[config.mk]
export PLATFORM = sky130hd
export DESIGN_NAME = rand_stall_scheduler_flat
export DESIGN_NICKNAME = d
export VERILOG_FILES = /design/src/rtl/rand_stall_if.sv /design/src/rtl/rand_stall_scheduler.sv /design/src/flat_wrapper.sv
export SDC_FILE = /design/constraint.sdc
export NUM_CORES = 1
export LEC_CHECK = 0
export ABC_AREA = 1
export CAP_MARGIN = 20
export CELL_PAD_IN_SITES_DETAIL_PLACEMENT = 1
export CELL_PAD_IN_SITES_GLOBAL_PLACEMENT = 2
export CORE_MARGIN = 1.5
export CORE_UTILIZATION = 32
export CTS_CLUSTER_SIZE = 12
export DETAILED_ROUTE_END_ITERATION = 10
export PLACE_DENSITY = 0.87
export SETUP_SLACK_MARGIN = 0.4
export SYNTH_ARGS = -nofsm -noshare
export SYNTH_HDL_FRONTEND = slang
export SYNTH_SLANG_ARGS = --single-unit
export TNS_END_PERCENT = 10
[constraint.sdc]
create_clock -name clk_i -period 14.6 [get_ports clk_i]
set_input_delay 1.46 -clock clk_i [delete_from_list [all_inputs] [get_ports clk_i]]
set_output_delay 1.46 -clock clk_i [all_outputs]
set_load 0.03 [all_outputs]
[src/rtl/rand_stall_if.sv]
// rand_stall_if: the producer/consumer valid-ready bundle passing through rand_stall_scheduler.
// The slave modport is the scheduler's view; master is the surrounding environment.
interface rand_stall_if #(
  parameter int unsigned NumChannels = 4
);
  logic [NumChannels-1:0] src_valid_i;
  logic [NumChannels-1:0] src_ready_o;
  logic [NumChannels-1:0] dst_valid_o;
  logic [NumChannels-1:0] dst_ready_i;

  modport slave (
    input  src_valid_i,
    input  dst_ready_i,
    output src_ready_o,
    output dst_valid_o
  );

  modport master (
    output src_valid_i,
    output dst_ready_i,
    input  src_ready_o,
    input  dst_valid_o
  );
endinterface

[src/rtl/rand_stall_scheduler.sv]
// rand_stall_scheduler: closes each valid/ready channel for a pseudo-random number of cycles after every beat.
// Optional macro RAND_STALL_STATS_EN builds per-channel saturating stall-cycle counters.
module rand_stall_scheduler #(
  parameter int unsigned NumChannels   = 4,
  parameter int unsigned MinWaitCycles = 0,
  parameter int unsigned MaxWaitCycles = 8,
  parameter logic [31:0] LfsrSeed      = 32'hACE1_2024
) (
  input  logic                         clk_i,
  input  logic                         rst_i,
  input  logic                         en_i,
  rand_stall_if.slave                  chan,
  output logic [NumChannels-1:0][31:0] stall_cycles_o
);

  localparam logic [31:0] LfsrMask   = 32'h8020_0003;
  localparam int unsigned DelayRange = MaxWaitCycles - MinWaitCycles + 1;
  localparam logic [7:0]  MinWait    = 8'(MinWaitCycles);

  typedef enum logic {
    StOpen = 1'b0,
    StWait = 1'b1
  } state_e;

  localparam state_e ResetState = (MinWaitCycles == 0) ? StOpen : StWait;

  logic [31:0]            lfsr_q;
  logic [31:0]            lfsr_d;
  state_e                 state_q [NumChannels];
  state_e                 state_d [NumChannels];
  logic [7:0]             cnt_q   [NumChannels];
  logic [7:0]             cnt_d   [NumChannels];
  logic [7:0]             delay   [NumChannels];
  logic [NumChannels-1:0] handshake;
  logic [NumChannels-1:0] chan_open;

  // Each channel sees its own byte-rotated view of the shared LFSR so that
  // channels handshaking in the same cycle do not draw identical delays.
  function automatic logic [7:0] draw_delay(input logic [31:0] v, input int unsigned ch);
    int unsigned sh;
    logic [31:0] rot;
    logic [15:0] slice;
    sh    = (8 * ch) % 32;
    rot   = (v << sh) | (v >> (32 - sh));
    slice = 16'(rot);
    return MinWait + 8'(slice % 16'(DelayRange));
  endfunction

  always_comb begin
    lfsr_d = lfsr_q;
    if (en_i) begin
      lfsr_d = (lfsr_q >> 1) ^ (lfsr_q[0] ? LfsrMask : 32'h0);
    end
  end

  always_comb begin
    for (int unsigned i = 0; i < NumChannels; i++) begin
      delay[i]     = draw_delay(lfsr_q, i);
      handshake[i] = chan.src_valid_i[i] & chan.dst_ready_i[i];
    end
  end

  always_ff @(posedge clk_i) begin
    if (rst_i) begin
      lfsr_q <= LfsrSeed;
      for (int unsigned i = 0; i < NumChannels; i++) begin
        state_q[i] <= ResetState;
        cnt_q[i]   <= MinWait;
      end
    end else begin
      lfsr_q <= lfsr_d;
      for (int unsigned i = 0; i < NumChannels; i++) begin
        state_q[i] <= state_d[i];
        cnt_q[i]   <= cnt_d[i];
      end
    end
  end

  // OPEN is only left on a completed handshake, so a forwarded valid is never withdrawn.
  always_comb begin
    for (int unsigned i = 0; i < NumChannels; i++) begin
      state_d[i] = state_q[i];
      cnt_d[i]   = cnt_q[i];
      if (!en_i) begin
        state_d[i] = StOpen;
        cnt_d[i]   = 8'd0;
      end else begin
        case (state_q[i])
          StOpen: begin
            if (handshake[i] && (delay[i] != 8'd0)) begin
              state_d[i] = StWait;
              cnt_d[i]   = delay[i];
            end
          end
          StWait: begin
            if (cnt_q[i] <= 8'd1) begin
              state_d[i] = StOpen;
              cnt_d[i]   = 8'd0;
            end else begin
              cnt_d[i] = cnt_q[i] - 8'd1;
            end
          end
          default: begin
            state_d[i] = StOpen;
            cnt_d[i]   = 8'd0;
          end
        endcase
      end
    end
  end

  always_comb begin
    for (int unsigned i = 0; i < NumChannels; i++) begin
      chan_open[i] = !en_i || (state_q[i] == StOpen);
    end
    chan.dst_valid_o = chan.src_valid_i & chan_open;
    chan.src_ready_o = chan.dst_ready_i & chan_open;
  end

`ifdef RAND_STALL_STATS_EN
  logic [NumChannels-1:0][31:0] stall_q;
  logic [NumChannels-1:0][31:0] stall_d;

  // Only cycles where the producer is actually being held back count as stalls.
  always_comb begin
    stall_d = stall_q;
    for (int unsigned i = 0; i < NumChannels; i++) begin
      if (en_i && (state_q[i] == StWait) && chan.src_valid_i[i] && (stall_q[i] != 32'hFFFF_FFFF)) begin
        stall_d[i] = stall_q[i] + 32'd1;
      end
    end
  end

  always_ff @(posedge clk_i) begin
    if (rst_i) begin
      stall_q <= '0;
    end else begin
      stall_q <= stall_d;
    end
  end

  assign stall_cycles_o = stall_q;
`else
  assign stall_cycles_o = '0;
`endif

endmodule

[src/flat_wrapper.sv]
// flat-port wrapper written by rule: the top's interface ports become plain ports
module rand_stall_scheduler_flat 
#(
  parameter int unsigned NumChannels   = 4,
  parameter int unsigned MinWaitCycles = 0,
  parameter int unsigned MaxWaitCycles = 8,
  parameter logic [31:0] LfsrSeed      = 32'hACE1_2024
)
  (clk_i, rst_i, en_i, stall_cycles_o, chan_src_valid_i, chan_dst_ready_i, chan_src_ready_o, chan_dst_valid_o);
  rand_stall_if #(.NumChannels(NumChannels)) chan_i ();
  input  logic clk_i;
  input  logic rst_i;
  input  logic en_i;
  output logic [NumChannels-1:0][31:0] stall_cycles_o;
  input wire logic [$bits(chan_i.src_valid_i)-1:0] chan_src_valid_i;
  input wire logic [$bits(chan_i.dst_ready_i)-1:0] chan_dst_ready_i;
  output wire logic [$bits(chan_i.src_ready_o)-1:0] chan_src_ready_o;
  output wire logic [$bits(chan_i.dst_valid_o)-1:0] chan_dst_valid_o;
  assign chan_i.src_valid_i = chan_src_valid_i;
  assign chan_i.dst_ready_i = chan_dst_ready_i;
  assign chan_src_ready_o = chan_i.src_ready_o;
  assign chan_dst_valid_o = chan_i.dst_valid_o;
  rand_stall_scheduler #(.NumChannels(NumChannels), .MinWaitCycles(MinWaitCycles), .MaxWaitCycles(MaxWaitCycles), .LfsrSeed(LfsrSeed)) u_core (.clk_i(clk_i), .rst_i(rst_i), .en_i(en_i), .chan(chan_i), .stall_cycles_o(stall_cycles_o));
endmodule
==> summary.txt <==
Status
  – Outcome: completed

Die
  – IO Pins: 147
  – Die Ht: 197 µm
  – Die area: 38800 µm²
  – Row Count: 70
  – Die width: 197 µm
  – Core area: 36800 µm²
  – Initial Util: 32.7%

Detailed routing
  – Antenna viol nets, final: 0
  – Vias per inst: 4.83
  – Pre-antenna DRT Iters: 4
  – DRC Markers: 0
  – Wire per inst: 12.5 µm
  – Initial DRC count: 356
  – Detailed-route via count: 12388
  – WL final: 31900 µm

Timing
  – Tightest Pin Transition: 0.824 ns
  – Slew HR: 45.0%
  – Achievable frequency: 0.105 GHz
  – Worst Skew: 0.00760 ns
  – RSZ-0062 raised after global routing: false
  – Setup Viol. Count Final: 0
  – Fin. Hold Viols: 0
  – Min cycle time layout: 9.53 ns
  – Setup TNS: 0 ns
  – Max-slew violations: 0
  – Final period util: 65.3%

Synth
  – Main flop type after synthesis: dfxtp_1
  – Yosys top cell by area: nand2_1
  – Flops & latches, synth: 68
  – Syn_area_per_cell: 5.73 µm²
  – Synth cell count leaders: nand2_1, inv_1, nand3_1, nor2_1, buf_4
  – Post-Syn Area: 12000 µm²
  – Mapped Cells: 2101
  – Async SR Flop Fraction: 0%
  – Seq/Total Area, Yosys: 11.3%
  – Share of the synthesized area in the top cell type: 17.9%
  – Yosys warning count: 0
  – Most common cell in the netlist: nand2_1
  – Dominant cells by area after synthesis: nand2_1, dfxtp_1, nand3_1, buf_4, inv_1
  – Synth cell types: 60
  – Post-synth EDFFs: 0

Worst setup path
  – Type of the worst setup path: flip-flop to flip-flop
  – CP startpoint kind: flip-flop
  – Critical Path Start: u_core.lfsr_q[0]
  – CP bufs+invs: 10
  – CP top delay family: simple AND/OR/NAND/NOR gates
  – CP Max Fanout: 13
  – Worst reg2reg endpoint: u_core.cnt_q[1][4]
  – Worst R2R Start: u_core.lfsr_q[0]
  – Critical path arrival: 9.77 ns
  – R2r setup slk: 5.07 ns
  – Critical Path End: u_core.cnt_q[1][4]
  – Req. time, crit path: 14.84 ns
  – R2R cell count: 76
  – Critical path's most frequent cell: nand2_1
  – CP max stage cell: dfxtp_1
  – Crit path largest cell delay: 0.54 ns
  – Critical path depth in cells: 76
  – CP endpoint kind: flip-flop

Clocking
  – Clock sinks: 68
  – CTS tree: yes
  – CTS root buf: clkbuf_16
  – Resize count post-CTS: 0
  – Total CTS buffers: 9
  – CTS H-tree lvls: 3
  – Setup bufs post-CTS: 0
  – Worst-Skew Late Latency: 0.35 ns
  – Clock Pin Slew Worst Setup and Hold Paths: 0.06 ns
  – Number of buffers on the longest clock path: 2
  – # hold bufs at CTS: 0

Cells and area
  – Layout cells sized above 1: 14.0%
  – Fillers: 5076
  – ANT cells: 0
  – Post-Layout Cell Count: 2563
  – Layout area overhead: 2.58%
  – Nets: 2129

Placement
  – HPWL Detailed: 26000 µm
  – # port buffers: 18
  – Final Wtd Congestion: 0.835
  – Cells after DPL: 2548

Flow run
  – Max-cap viol count: 0

Global routing
  – Met2 Resource Use GR: 29.7%
  – Number of global-route vias before repair: 12328
  – Met1 Resource Use GR: 21.9%
  – Largest net degree at the start of global routing: 71
  – GRT Overall Usage: 16.7%
  – Gr ovfl total: 0
  – Global route hottest layer: met2
  – Initial antenna violation count: 0
  – First-pass GRT wire length: 56000 µm
  – Met3 Use GR: 2.02%

Min path
  – Hold Path Origin: u_core.cnt_q[3][1]
  – Hold Path Class: flip-flop to flip-flop
[cell usage in the layout, fill, tap and decap left out, drive strengths merged, types with 2 or more instances in the layout]
cell type	count
nand2	705
inv	276
nand3	252
nor2	187
conb	128
o21ai	116
nand4	88
dfxtp	68
a21oi	65
xor2	45
ha	27
clkinv	19
clkdlybuf4s50	17
o22ai	15
xnor2	14
clkbuf	11
nor3	10
a21boi	9
nor4	6
nand3b	5
and2	3
a21o	3
a31oi	3
a22oi	3
mux2i	3
or2	3
buf	3
o21a	2
o211ai	2
bufinv	2
o21bai	2
[per-stage QoR]
stage / hold WS [ns] / cell area (µm²) / util [%] / worst slack, ns
floorplan: 0.454 / 12500 / - / 6.91
global placement: 0.466 / 12000 / 32.7 / 5.74
detailed placement: 0.480 / 12000 / 32.7 / 5.09
CTS: 0.491 / 12300 / 33.6 / 5.04
global route: 0.516 / 12300 / 33.6 / 3.73
finish: 0.491 / 12300 / 33.6 / 5.07
[kinds of logic after synthesis]
kind of cell | after synthesis | share of synthesized area (%)
compound gates | 223 | 10.5
xor+xnor | 59 | 4.36
fa+ha+maj | 27 | 2.81
buf+inv | 461 | 19.7
flops | 68 | 11.3
mux | 3 | 0.281
other cells | 1 | 0.0312
simple gates | 1259 | 51.0
[final cells by class]
class | count | area [µm²] | area share [%]
clock buffers | 11 | 243 | 1.97
clock inverters | 4 | 73.8 | 0.598
inverters | 293 | 1110 | 9.01
multi-input cells | 1699 | 8780 | 71.1
flip-flops and latches | 68 | 1360 | 11.0
well taps | 468 | 586 | 4.74
repair buffers | 20 | 190 | 1.54
[routing by layer]
layer,vias up,wire [µm],share of wire [%]
li1,6483,-,-
met1,5756,15800,50
met2,137,15200,48
met3,12,747,2.3
met4,0,183,0.57
met5,-,0,0
[registers in the layout (all words and copies together), names as in the netlist]
| name | cells |
|---|---|
| u_core.cnt_q | 32 |
| u_core.state_q | 4 |
| u_core.lfsr_q | 32 |
[worst min-delay path by stage]
stage | to | cells past startpoint
final | u_core.cnt_q[3][1] | 2
after global routing | u_core.cnt_q[3][1] | 2
after CTS | u_core.cnt_q[3][1] | 2
after detailed placement | u_core.cnt_q[3][1] | 2
after global placement | u_core.cnt_q[3][1] | 2
after floorplan | u_core.cnt_q[3][1] | 2
[worst reg2reg max path: cells and delay by family (launching register included)]
family	cells	cell delay, ns
simple gates	62	6.75
buf+inv	10	1.15
fa+ha+maj	3	0.79
flops	1	0.54
compound gates	1	0.18
Power is not shown: default switching activity piles up to over one toggle a cycle in this logic, so the estimate is an artifact.
